==> config.mk <==
export PLATFORM = sky130hd
export DESIGN_NAME = llr_frame_loader
export DESIGN_NICKNAME = d
export VERILOG_FILES = /design/src/rtl/llr_frame_loader_pkg.sv /design/src/rtl/llr_frame_loader_sat.sv /design/src/rtl/llr_frame_loader.sv
export SDC_FILE = /design/constraint.sdc
export NUM_CORES = 1
export LEC_CHECK = 0
export ABC_AREA = 1
export CAP_MARGIN = 20
export CORE_AREA = 5 5 285 203
export CTS_CLUSTER_SIZE = 25
export DETAILED_ROUTE_END_ITERATION = 8
export DIE_AREA = 0 0 290 208
export PLACE_DENSITY_LB_ADDON = 0.1
export SLEW_MARGIN = 10
export SYNTH_ARGS = -nofsm -noshare
export SYNTH_HDL_FRONTEND = slang
export SYNTH_SLANG_ARGS = --single-unit
==> constraint.sdc <==
create_clock -name clk -period 2.35 [get_ports clk]
set_clock_uncertainty 0.15 [all_clocks]
set_input_delay 0.5875 -clock clk [delete_from_list [all_inputs] [get_ports clk]]
set_output_delay 0.5875 -clock clk [all_outputs]
set_load 0.01 [all_outputs]
==> src/rtl/llr_frame_loader_pkg.sv <==
// llr_frame_loader_pkg
//   Constants and types shared between the frame loader and the PE datapath.
//   LLR_P : LLR lanes per packed memory word (PE input lane count)
//   LLR_Q : quantized LLR width in bits (PE datapath width)
//   LLR_N : code length
//   ldr_state_e : frame loader FSM state encoding
package llr_frame_loader_pkg;

   localparam int LLR_P = 64;
   localparam int LLR_Q = 6;
   localparam int LLR_N = 1024;

   typedef enum logic [1:0] {
      ST_FILL  = 2'd0,   // accepting samples
      ST_FLUSH = 2'd1,   // last word of a frame being written, input held off
      ST_STALL = 2'd2    // target bank still owned by the decoder
   } ldr_state_e;

endpackage

==> src/rtl/llr_frame_loader_sat.sv <==
// llr_sat
//   Symmetric saturation of a two's complement channel LLR to Q bits.
//   Output range is [-(2^(Q-1)-1), +(2^(Q-1)-1)]; the most negative Q-bit
//   code is never produced so that negation in the PE cannot overflow.
//   llr_i : IW-bit signed input sample
//   llr_o : Q-bit signed saturated sample (combinational)
module llr_sat #(
   parameter int IW = 8,
   parameter int Q  = 6
) (
   input  logic signed [IW-1:0] llr_i,
   output logic        [Q-1:0]  llr_o
);

   localparam int                   SMAX_I = (1 << (Q - 1)) - 1;
   localparam logic signed [IW-1:0] SMAX   = SMAX_I[IW-1:0];
   localparam logic signed [IW-1:0] SMIN   = -SMAX;

   logic signed [IW-1:0] clip;

   always_comb begin
      clip = llr_i;
      if (llr_i > SMAX)      clip = SMAX;
      else if (llr_i < SMIN) clip = SMIN;
      // clip is now inside the Q-bit range, so truncation keeps the value
      llr_o = clip[Q-1:0];
   end

endmodule

==> src/rtl/llr_frame_loader.sv <==
// llr_frame_loader
//   Collects a serial stream of channel LLRs, saturates them to Q bits, packs
//   P of them per word and writes N/P words per frame into one of two banks
//   of the PE LLR memory (ping-pong). A bank stays occupied until the decoder
//   releases it.
//   clk, rst_n           : clock, asynchronous active-low reset
//   in_llr/in_valid      : input sample stream; in_ready accepts it
//   wr_en/wr_addr/wr_data: memory write port, addr = {bank, word}
//   frame_rdy/frame_bank : one-cycle pulse when a bank has been filled
//   bank_full            : per-bank occupied flags
//   rel_en/rel_bank      : decoder releases a bank
//   Requires P >= 2 and W = N/P >= 2, W a power of two.
module llr_frame_loader
   import llr_frame_loader_pkg::*;
#(
   parameter int P  = LLR_P,
   parameter int Q  = LLR_Q,
   parameter int N  = LLR_N,
   parameter int IW = 8
) (
   input  logic                    clk,
   input  logic                    rst_n,
   input  logic signed [IW-1:0]    in_llr,
   input  logic                    in_valid,
   output logic                    in_ready,
   output logic                    wr_en,
   output logic [$clog2(N/P):0]    wr_addr,
   output logic [P*Q-1:0]          wr_data,
   output logic                    frame_rdy,
   output logic                    frame_bank,
   output logic [1:0]              bank_full,
   input  logic                    rel_en,
   input  logic                    rel_bank
);

   localparam int W  = N / P;
   localparam int WB = $clog2(W);
   localparam int LB = $clog2(P);
   localparam logic [WB-1:0] WORD_LAST = WB'(W - 1);
   localparam logic [LB-1:0] LANE_LAST = LB'(P - 1);

   ldr_state_e            state_q, state_d;
   logic                  wbank_q, wbank_d;
   logic [LB-1:0]         lane_q, lane_d;
   logic [WB-1:0]         word_q, word_d;
   logic [P-1:0][Q-1:0]   pk_q, pk_d;
   logic                  in_ready_q, in_ready_d;
   logic                  wr_en_q, wr_en_d;
   logic [WB:0]           wr_addr_q, wr_addr_d;
   logic                  frame_rdy_q, frame_rdy_d;
   logic                  frame_bank_q, frame_bank_d;
   logic [1:0]            bank_full_q, bank_full_d;

   logic [Q-1:0]          sat_llr;
   logic                  beat;
   logic                  last_lane;

   llr_sat #(.IW(IW), .Q(Q)) u_sat (
      .llr_i (in_llr),
      .llr_o (sat_llr)
   );

   assign beat      = in_valid && in_ready_q;
   assign last_lane = (lane_q == LANE_LAST);

   always_comb begin
      state_d      = state_q;
      wbank_d      = wbank_q;
      lane_d       = lane_q;
      word_d       = word_q;
      pk_d         = pk_q;
      wr_en_d      = 1'b0;
      wr_addr_d    = wr_addr_q;
      frame_rdy_d  = 1'b0;
      frame_bank_d = frame_bank_q;
      bank_full_d  = bank_full_q;

      // Packing register doubles as write data: on the last lane the word is
      // complete at the edge and is presented together with wr_en next cycle.
      if (beat) begin
         pk_d[lane_q] = sat_llr;
         if (last_lane) begin
            lane_d    = '0;
            word_d    = word_q + 1'b1;   // W is a power of two: wraps naturally
            wr_en_d   = 1'b1;
            wr_addr_d = {wbank_q, word_q};
            if (word_q == WORD_LAST) begin
               frame_rdy_d  = 1'b1;
               frame_bank_d = wbank_q;
            end
         end else begin
            lane_d = lane_q + 1'b1;
         end
      end

      // Release is applied first so a set in the same cycle (always on the
      // other bank) is never lost.
      if (rel_en) bank_full_d[rel_bank] = 1'b0;

      unique case (state_q)
         ST_FILL: begin
            if (beat && last_lane && (word_q == WORD_LAST)) state_d = ST_FLUSH;
         end
         ST_FLUSH: begin
            bank_full_d[wbank_q] = 1'b1;
            wbank_d              = ~wbank_q;
            state_d              = bank_full_d[~wbank_q] ? ST_STALL : ST_FILL;
         end
         ST_STALL: begin
            if (!bank_full_d[wbank_q]) state_d = ST_FILL;
         end
         default: state_d = ST_FILL;
      endcase

      // Ready follows the next state, so a release of the stalled bank shows
      // up as in_ready exactly one cycle later.
      in_ready_d = (state_d == ST_FILL);
   end

   always_ff @(posedge clk or negedge rst_n) begin
      if (!rst_n) begin
         state_q      <= ST_FILL;
         wbank_q      <= 1'b0;
         lane_q       <= '0;
         word_q       <= '0;
         pk_q         <= '0;
         in_ready_q   <= 1'b0;
         wr_en_q      <= 1'b0;
         wr_addr_q    <= '0;
         frame_rdy_q  <= 1'b0;
         frame_bank_q <= 1'b0;
         bank_full_q  <= 2'b00;
      end else begin
         state_q      <= state_d;
         wbank_q      <= wbank_d;
         lane_q       <= lane_d;
         word_q       <= word_d;
         pk_q         <= pk_d;
         in_ready_q   <= in_ready_d;
         wr_en_q      <= wr_en_d;
         wr_addr_q    <= wr_addr_d;
         frame_rdy_q  <= frame_rdy_d;
         frame_bank_q <= frame_bank_d;
         bank_full_q  <= bank_full_d;
      end
   end

   assign in_ready   = in_ready_q;
   assign wr_en      = wr_en_q;
   assign wr_addr    = wr_addr_q;
   assign wr_data    = pk_q;
   assign frame_rdy  = frame_rdy_q;
   assign frame_bank = frame_bank_q;
   assign bank_full  = bank_full_q;

endmodule

==> results of run 1 <==
[what timing repair did]
item	4_1_cts	5_1_grt
hold buffers	1	0
resized for setup	1	4
endpoints found under the setup margin	1	4
endpoints found under the hold margin	35	0
[logic make-up after synthesis]
logic type / Yosys count / synth area share
AND/OR/NAND/NOR: 1210 / 0.311
flip-flops: 408 / 0.627
AO/OA/AOI/OAI: 77 / 0.0237
adder cells (fa/ha/maj): 2 / 0.00154
XOR/XNOR: 4 / 0.00215
buffers and inverters: 147 / 0.0346
[power by group through the flow]
stage | Clock (mW) | Combinational (mW) | Sequential [mW]
floorplan | 0 | 2.92 | 12.2
global placement | 0 | 11.0 | 11.5
detailed placement | 0 | 11.1 | 11.5
CTS | 7.52 | 11.2 | 11.4
global route | 7.80 | 11.9 | 11.7
finish | 7.32 | 11.0 | 11.4
[metal layers]
metal | track usage | share of wire | wire (microns) | vias to the layer above
li1 | - | - | - | 6924
met5 | 0 | 0 | 0 | -
met3 | 0.0526 | 0.060 | 3780 | 77
met1 | 0.282 | 0.46 | 29100 | 7016
met4 | 0.0445 | 0.020 | 1280 | 0
met2 | 0.328 | 0.46 | 29200 | 364
[state kept, by name, summed over array words and instances, names as in the netlist]
name,count
bank_full,2
frame_bank,1
frame_rdy,1
in_ready,1
lane_q,6
state_q,2
wbank_q,1
word_q,4
wr_addr,5
wr_data,384
wr_en,1
[worst max-delay path by stage]
stage / startpoint / end / slack [ns] / depth (start not counted)
floorplan: in_valid / wr_data[257]$_DFFE_PN0P_ / 0.51 / 7
global placement: in_valid / wr_data[22]$_DFFE_PN0P_ / -0.21 / 9
detailed placement: in_valid / wr_data[185]$_DFFE_PN0P_ / -0.20 / 9
CTS: wr_data[330]$_DFFE_PN0P_ / wr_data[330] / 0.002 / 1
global route: wr_data[383]$_DFFE_PN0P_ / wr_data[383] / 0.001 / 1
finish: wr_data[360]$_DFFE_PN0P_ / wr_data[360] / 0.05 / 1
[cells in the final DEF (no fill, tap or decap), types with 3 or more instances in the layout]
cell	Yosys	final
nand2_1	841	839
dfrtp_1	408	408
inv_2	38	37
nor2_4	3	3
clkinv_2	0	10
o21ai_0	28	28
clkinvlp_4	0	4
nor3_1	3	3
clkbuf_1	52	4
nor2_2	40	40
dlymetal6s2s_1	0	4
nand3_1	270	270
nand3_2	3	3
clkdlybuf4s50_1	0	401
o21ai_1	48	47
inv_1	38	38
buf_4	1	107
nor2_1	36	36
buf_12	0	30
nand2_2	7	7
or2_4	0	3
clkbuf_16	0	47
xor2_1	4	4
clkbuf_8	0	14
[stage by stage]
step | cell area, sq um | total power, mW | hold WS [ns]
after global routing | 24000 | 31.4 | 0.351
final | 24000 | 29.6 | 0.328
after floorplan | 16300 | 15.1 | 0.142
after CTS | 24000 | 30.1 | 0.332
after global placement | 22500 | 22.5 | 0.311
after detailed placement | 22500 | 22.6 | 0.314
[tightest hold or removal path, stage by stage (launching register included)]
cell,delay (ns)
dfrtp_1,0.34
nand2_1,0.05
nand2_1,0.06
[area by class of cell]
cell class / instances / area (sq um) / share of cell area
Timing Repair Buffer: 545 / 5500 / 0.229
Clock buffer: 65 / 1380 / 0.0576
Clock inverter: 17 / 153 / 0.00636
Inverter: 76 / 287 / 0.0119
Sequential cell: 408 / 10200 / 0.425
Multi-Input combinational cell: 1293 / 5550 / 0.231
Tap cell: 740 / 926 / 0.0386
==> impl_metrics.yaml, run 1 <==
synth:
  syn_area_sq_um: 16300
  yosysMostFrequentCell: "nand2_1"
  ys_types: 23
  synthArstFlopShare: 1.00
  ys_seq_area_frac: 0.627
  yosys.area.top_type: "dfrtp_1"
  ys_ff_latch: 408
  syn_inst: 1848
  ys_warn_count: 0
  synth_flop_cell: "dfrtp_1"
  synth_enable_flop_cells: 0
  synth.avg_cell_area_sq_um: 8.81
  yosysTopAreaCellShare: 0.627
  synth_nets: 1863
  synth_common_cells: "nand2_1 (841), dfrtp_1 (408), nand3_1 (270), clkbuf_1 (52), o21ai_1 (48)"
  synthTopCellsByArea: "dfrtp_1 (63%), nand2_1 (19%), nand3_1 (8.3%), nor2_2 (1.5%), o21ai_1 (1.5%)"
setup_path:
  r2r_slack_ns: 0.34
  r2r_cells: 8
  arrival_ns: 1.56
  slowest_stage: "clkdlybuf4s50_1"
  critPathBufInv: 1
  cp.required_ns: 1.61
  critPathLaunchType: "register"
  slowest_delay_ns: 0.64
  criticalPathCategory: "reg -> out"
  cp_max_fo: 2
  crit_chain: "clkdlybuf4s50_1"
  timing.rr.end: "wr_data[22]$_DFFE_PN0P_"
  cpLargestDelayFamily: "buffers and inverters"
  end_kind: "output port"
  worstReg2RegStart: "lane_q[4]$_DFFE_PN0P_"
clocking:
  cts.htree.levels: 2
  path_clk_slew_ns: 0.06
  clock-sinks: 408
  tritoncts: "built"
  cts_root_buf: "clkbuf_16"
  post-cts-setup-buffers: 0
  cts_buffer_depth: 3
  clk_latency_ns: 0.56
  cts_buffers: 45
routing:
  vias_per_cell: 4.57
  detail_route.wirelength_microns: 63300
  drt-pass1-iter-count: 5
  post_drt_wl_per_cell_microns: 20.1
  drtIter0Drc: 787
  drc: 0
  ant_nets: 0
  vias: 14381
timing:
  final-setup-viol-count: 0
  tightest_slew_ns: 0.473
  drv_slew: 0
  layout_min_cycle_time_ns: 2.30
  hold_violations: 0
  setup_tns_ns: 0
  maxSlewHeadroom: 0.685
  setup_ws_ns: 0.0506
  fmax_ghz: 0.435
  grt_setup_unrepaired: "false"
  fin_crit_sh: 0.978
floorplanning:
  fp-row-count: 72
  fp.dieArea_sq_um: 60300
  fp.dieH_microns: 208
  core_area_sq_um: 54800
  initial_core_util: 0.297
  ioPinCount: 408
  fp.dieW_microns: 290
power_and_ir_drop:
  pwr-share-clk: 0.247
  powerDensity_nw_per_um2: 1230
  power.switching_mw: 10.1
  sw_frac_of_total: 0.339
  leakage_nw: 11.9
  max-vdd-ir-drop_mv: 0.494
  pwr-share-seq: 0.384
  power_frac_comb: 0.369
  p_int_mw: 19.6
global_routing:
  grt_pass1_vias: 14828
  grtUsageTotal: 0.204
  grt_max_degree: 87
  antenna_found_initial: 0
  grt_pass1_wl_microns: 96400
  gr-total-overflow: 0
finish:
  syn_to_final_growth_pct: 47.4
  fillerInstances: 5379
  final_core_util: 0.438
  drive_gt1_frac: 0.131
  final_nets: 2384
  num_antenna_cells: 0
  instances_no_fill: 3144
placement:
  place_congestion: 0.821
  io_buffers: 407
  dp.cells: 3061
  dp_slack_ns: -0.202
  dp_hpwl_microns: 43800
min_path:
  hold_start: "wr_data[182]$_DFFE_PN0P_"
  hold-path-cell-count: 2
  hp-class: "reg -> reg"
  min_to: "wr_data[182]$_DFFE_PN0P_"
run:
  cap_violations: 0
outcome:
  status: "completed"
No activity file was read; power rests on OpenSTA's default activity.
==> run 2: changes to the inputs <==
DONT_BUFFER_PORTS = 1   (was not set)
==> run 2 against run 1 <==
  * The flow now finishes with violations (negative hold slack, max-slew violations)
  * Final cell count decreased by 16%
  * Routed wire length decreased by 4.2%
  * Critical path depth increased by 7
  * Setup slack improved by 0.23 ns
  * Clock-buffer cell count increased by 2
  * Sequential cell count unchanged
  * Via count decreased by 13%
  * Utilization decreased by 9.2 points
  * Combinational power decreased by 65%
  * Highest routed layer unchanged
==> impl_metrics.yaml, run 2 (synthesis gave the netlist of run 1 again) <==
setup_path:
  cp_max_fo: 8
  r2r_cells: 8
  slowest_stage: "dfrtp_1"
  end_kind: "register"
  critPathLaunchType: "register"
  cpLargestDelayFamily: "simple AND/OR/NAND/NOR gates"
  timing.rr.end: "wr_data[161]$_DFFE_PN0P_"
  critPathMostFrequentCell: "nand2_1"
  crit_chain: "nand2_2 > nor2_4 > nand2_1 > buf_4 > nor2_2 > inv_1 > nand2_1 > o21ai_1"
  r2r_slack_ns: 0.28
  cp.required_ns: 2.63
  arrival_ns: 2.35
  worstReg2RegStart: "in_ready$_DFF_PN0_"
  criticalPathCategory: "reg -> reg"
  critPathBufInv: 2
  slowest_delay_ns: 0.41
  critPathLaunch: "in_ready$_DFF_PN0_"
placement:
  place_congestion: 0.767
  dp_hpwl_microns: 39000
  io_buffers: 0
  dp.cells: 2559
floorplanning:
  fp.dieW_microns: 290
  initial_core_util: 0.297
  fp.dieH_microns: 208
  core_area_sq_um: 54800
  fp-row-count: 72
  ioPinCount: 408
  fp.dieArea_sq_um: 60300
timing:
  maxSlewHeadroom: -0.818
  grt_setup_unrepaired: "false"
  hold_violations: 157
  drv_slew: 291
  layout_min_cycle_time_ns: 2.07
  fmax_ghz: 0.484
  final-setup-viol-count: 0
  hold_ws_ns: -0.425
  setup_tns_ns: 0
  tightest_slew_ns: 2.73
  fin_crit_sh: 0.880
routing:
  vias: 12512
  drtIter0Drc: 908
  vias_per_cell: 4.74
  post_drt_wl_per_cell_microns: 23.0
  ant_nets: 0
  detail_route.wirelength_microns: 60600
  drt-pass1-iter-count: 5
  drc: 0
finish:
  final_core_util: 0.347
  largest_register_ffs: 384
  num_antenna_cells: 0
  drive_gt1_frac: 0.113
  ff_latch_area_sq_um: 10200
  syn_to_final_growth_pct: 16.6
  fillerInstances: 5760
  multi_input_area_sq_um: 5550
  final_nets: 1881
  final_cell_mix: "nand2_1 (839), dfrtp_1 (408), nand3_1 (270), o21ai_1 (47), clkbuf_16 (47)"
  final_common_cell: "nand2_1"
  instances_no_fill: 2640
global_routing:
  grtUsageTotal: 0.194
  gr-total-overflow: 0
  antenna_found_initial: 0
  grt_pass1_vias: 12355
  grt_max_degree: 409
  grt_pass1_wl_microns: 89700
clocking:
  cts.htree.levels: 2
  path_clk_slew_ns: 0.06
  clk_latency_ns: 0.56
  cts_buffer_depth: 3
  tritoncts: "built"
  cts_buffers: 45
  cts_root_buf: "clkbuf_16"
  clock-sinks: 408
power_and_ir_drop:
  powerDensity_nw_per_um2: 1300
  leakage_nw: 9.87
  max-vdd-ir-drop_mv: 0.575
  total_power_mw: 24.6
min_path:
  hp-class: "in -> async"
outcome:
  violations: "negative hold slack, max-slew violations"
  status: "finished, violations left"
run:
  cap_violations: 0
==> run 2: changes by cell type in the layout (fill, tap and decap cells not counted) <==
cell             delta
buf_12             -16
buf_4              -79
dlymetal6s2s_1      -4
dlygate4sd3_1       -1
clkinvlp_4          -2
clkbuf_1            +4
clkdlybuf4s50_1   -401
buf_8               -1
clkbuf_8            -2
dlygate4sd2_1       -1
clkinv_2            -2
bufinv_16           +1
==> run 2: report_power, final <==
group	switching, mW	internal [mW]	leakage [nW]	total (mW)
combinational	2.44	1.44	3.67	3.88
clock	3.01	4.36	0.754	7.37
sequential	3.82	9.58	5.44	13.4
==> run 2: area by class of cell <==
cell class,count,area share
flip-flops and latches,408,0.538
multi-input cells,1293,0.292
clock buffers,67,0.0722
well taps,740,0.0488
repair buffers,42,0.0258
inverters,76,0.0151
clock inverters,14,0.00830
==> run 2: what timing repair did <==
item,4_1_cts,5_1_grt
resized for setup,0,0
hold endpoints to repair,408,408
buffers inserted,0,0
==> run 2: layer usage <==
| layer | vias up | share of wire | wire (microns) | track usage |
|---|---|---|---|---|
| met1 | 6195 | 0.44 | 26400 | 0.259 |
| met4 | 0 | 0.017 | 1040 | 0.0400 |
| met3 | 64 | 0.087 | 5280 | 0.0729 |
| li1 | 5910 | - | - | - |
| met2 | 343 | 0.46 | 27900 | 0.305 |
| met5 | - | 0 | 0 | 0 |
==> run 2: metrics by stage <==
stage	area (sq um)	setup slack, ns
floorplan	16300	0.507
global placement	17500	0.102
detailed placement	17500	0.0854
CTS	19000	0.220
global route	19000	0.0655
finish	19000	0.283
==> run 2: worst max path at each step <==
stage	endpoint	slack, ns	depth (start not counted)
2_1_floorplan	wr_data[257]$_DFFE_PN0P_	0.51	7
3_3_place_gp	wr_data[305]$_DFFE_PN0P_	0.10	8
3_5_place_dp	wr_data[161]$_DFFE_PN0P_	0.09	8
4_1_cts	wr_data[297]$_DFFE_PN0P_	0.22	5
5_1_grt	wr_data[161]$_DFFE_PN0P_	0.07	8
6_report	wr_data[161]$_DFFE_PN0P_	0.28	8
==> run 3: changes to the inputs <==
CTS_CLUSTER_DIAMETER = 40   (was not set)
==> run 3 against run 2 <==
  * The flow finishes with violations (negative hold slack)
  * Routed wire length increased by 0.31%
  * Clock-buffer cell count increased by 8
  * First-iteration DRC count grew 2.2%
  * Register-to-register slack lost 0.03 ns
  * Final cell count grew 1.3%
  * Utilization is 1.0 points higher
  * Total power grew 7.4%
  * Critical endpoint unchanged
==> impl_metrics.yaml, run 3 (synthesis gave the netlist of run 1 again) <==
routing:
  vias_per_cell: 4.73
  drc: 0
  ant_nets: 0
  drtIter0Drc: 928
  detail_route.wirelength_microns: 60800
  drt-pass1-iter-count: 5
  vias: 12650
  post_drt_wl_per_cell_microns: 22.7
floorplanning:
  fp.dieArea_sq_um: 60300
  initial_core_util: 0.297
  fp.dieH_microns: 208
  fp.dieW_microns: 290
  ioPinCount: 408
  core_area_sq_um: 54800
  fp-row-count: 72
setup_path:
  end_kind: "register"
  cp.required_ns: 2.66
  arrival_ns: 2.41
  r2r_slack_ns: 0.25
  r2r_cells: 8
  critPathLaunch: "in_ready$_DFF_PN0_"
  cp_max_fo: 8
  timing.rr.end: "wr_data[161]$_DFFE_PN0P_"
  worstReg2RegStart: "in_ready$_DFF_PN0_"
  criticalPathCategory: "reg -> reg"
  cp-endpoint: "wr_data[161]$_DFFE_PN0P_"
  critPathLaunchType: "register"
timing:
  hold_ws_ns: -0.468
  final-setup-viol-count: 0
  grt_setup_unrepaired: "false"
  drv_slew: 0
  fin_crit_sh: 0.892
  tightest_slew_ns: 0.880
  setup_tns_ns: 0
  fmax_ghz: 0.477
  hold_violations: 408
  maxSlewHeadroom: 0.413
  layout_min_cycle_time_ns: 2.10
power_and_ir_drop:
  power_frac_comb: 0.146
  total_power_mw: 26.5
  max-vdd-ir-drop_mv: 0.572
  powerDensity_nw_per_um2: 1350
  sw_frac_of_total: 0.375
  p_int_mw: 16.5
  pwr-share-clk: 0.347
  leakage_nw: 10.1
  power.switching_mw: 9.94
  pwr-share-seq: 0.506
global_routing:
  grt_pass1_wl_microns: 90400
  grt_pass1_vias: 12581
  antenna_found_initial: 0
  gr-total-overflow: 0
  grtUsageTotal: 0.196
  grt_max_degree: 409
finish:
  fillerInstances: 5722
  final_common_cell: "nand2_1"
  final_nets: 1896
  final_cell_mix: "nand2_1 (839), dfrtp_1 (408), nand3_1 (270), clkbuf_16 (62), o21ai_1 (47)"
  largest_register_ffs: 384
  num_antenna_cells: 0
  instances_no_fill: 2673
  syn_to_final_growth_pct: 20.0
  drive_gt1_frac: 0.129
clocking:
  tritoncts: "built"
  cts_buffer_depth: 3
  post-cts-setup-buffers: 0
  cts.htree.levels: 2
  clock-sinks: 408
  path_clk_slew_ns: 0.06
  cts_buffers: 60
  cts_root_buf: "clkbuf_16"
  clk_latency_ns: 0.61
  post_cts_resized: 0
run:
  cap_violations: 0
placement:
  dp.cells: 2559
  dp_hpwl_microns: 39000
  io_buffers: 0
  place_congestion: 0.767
outcome:
  violations: "negative hold slack"
  status: "finished, violations left"
min_path:
  hp-class: "in -> async"
## run 3: through the flow
| stage | setup slack, ns | area [sq um] | utilization |
|---|---|---|---|
| 3_5_place_dp | 0.0854 | 17500 | 0.319 |
| 6_report | 0.255 | 19500 | 0.357 |
| 5_1_grt | 0.0383 | 19500 | 0.357 |
| 3_3_place_gp | 0.102 | 17500 | 0.319 |
| 2_1_floorplan | 0.507 | 16300 | - |
| 4_1_cts | 0.203 | 19500 | 0.357 |
## run 3: metal layers
metal  wire (microns)  part of all wire  vias to the layer above  global-route usage
met5                0                 0                        -                   0
met4             1060             0.017                        0              0.0430
met3             5420             0.089                       74              0.0764
met2            28100              0.46                      393               0.308
met1            26200              0.43                     6225               0.258
li1                 -                 -                     5958                   -
## run 3: how the worst min path moves through the flow
stage,to,cells after the start,from
2_1_floorplan,bank_full[0]$_DFF_PN0_,0,rst_n
3_3_place_gp,wr_data[101]$_DFFE_PN0P_,0,rst_n
3_5_place_dp,wr_data[90]$_DFFE_PN0P_,0,rst_n
4_1_cts,wr_data[97]$_DFFE_PN0P_,0,rst_n
5_1_grt,wr_data[90]$_DFFE_PN0P_,0,rst_n
6_report,wr_data[90]$_DFFE_PN0P_,0,rst_n
## run 3: final cells by class
class,instances,area (sq um),share of cell area
flip-flops and latches,408,10200,0.522
well taps,740,926,0.0474
repair buffers,42,490,0.0251
clock inverters,39,404,0.0207
clock buffers,75,1680,0.0860
inverters,76,287,0.0147
multi-input cells,1293,5550,0.284
## run 3: worst max-delay path: stages, from the launching register on
cell,delay (ns)
dfrtp_1,0.40
nand2_2,0.16
nor2_4,0.24
nand2_1,0.20
buf_4,0.23
nor2_2,0.22
inv_1,0.18
nand2_1,0.09
o21ai_1,0.06
## run 3: power groups by stage
stage                     clock network [mW]  registers (mW)  logic, mW
final                                   9.20            13.4       3.88
after global routing                    9.80            13.7       4.55
after CTS                               9.44            13.5       3.97
after detailed placement                   0            13.6       3.94
after floorplan                            0            12.2       2.92
after global placement                     0            13.6       3.83
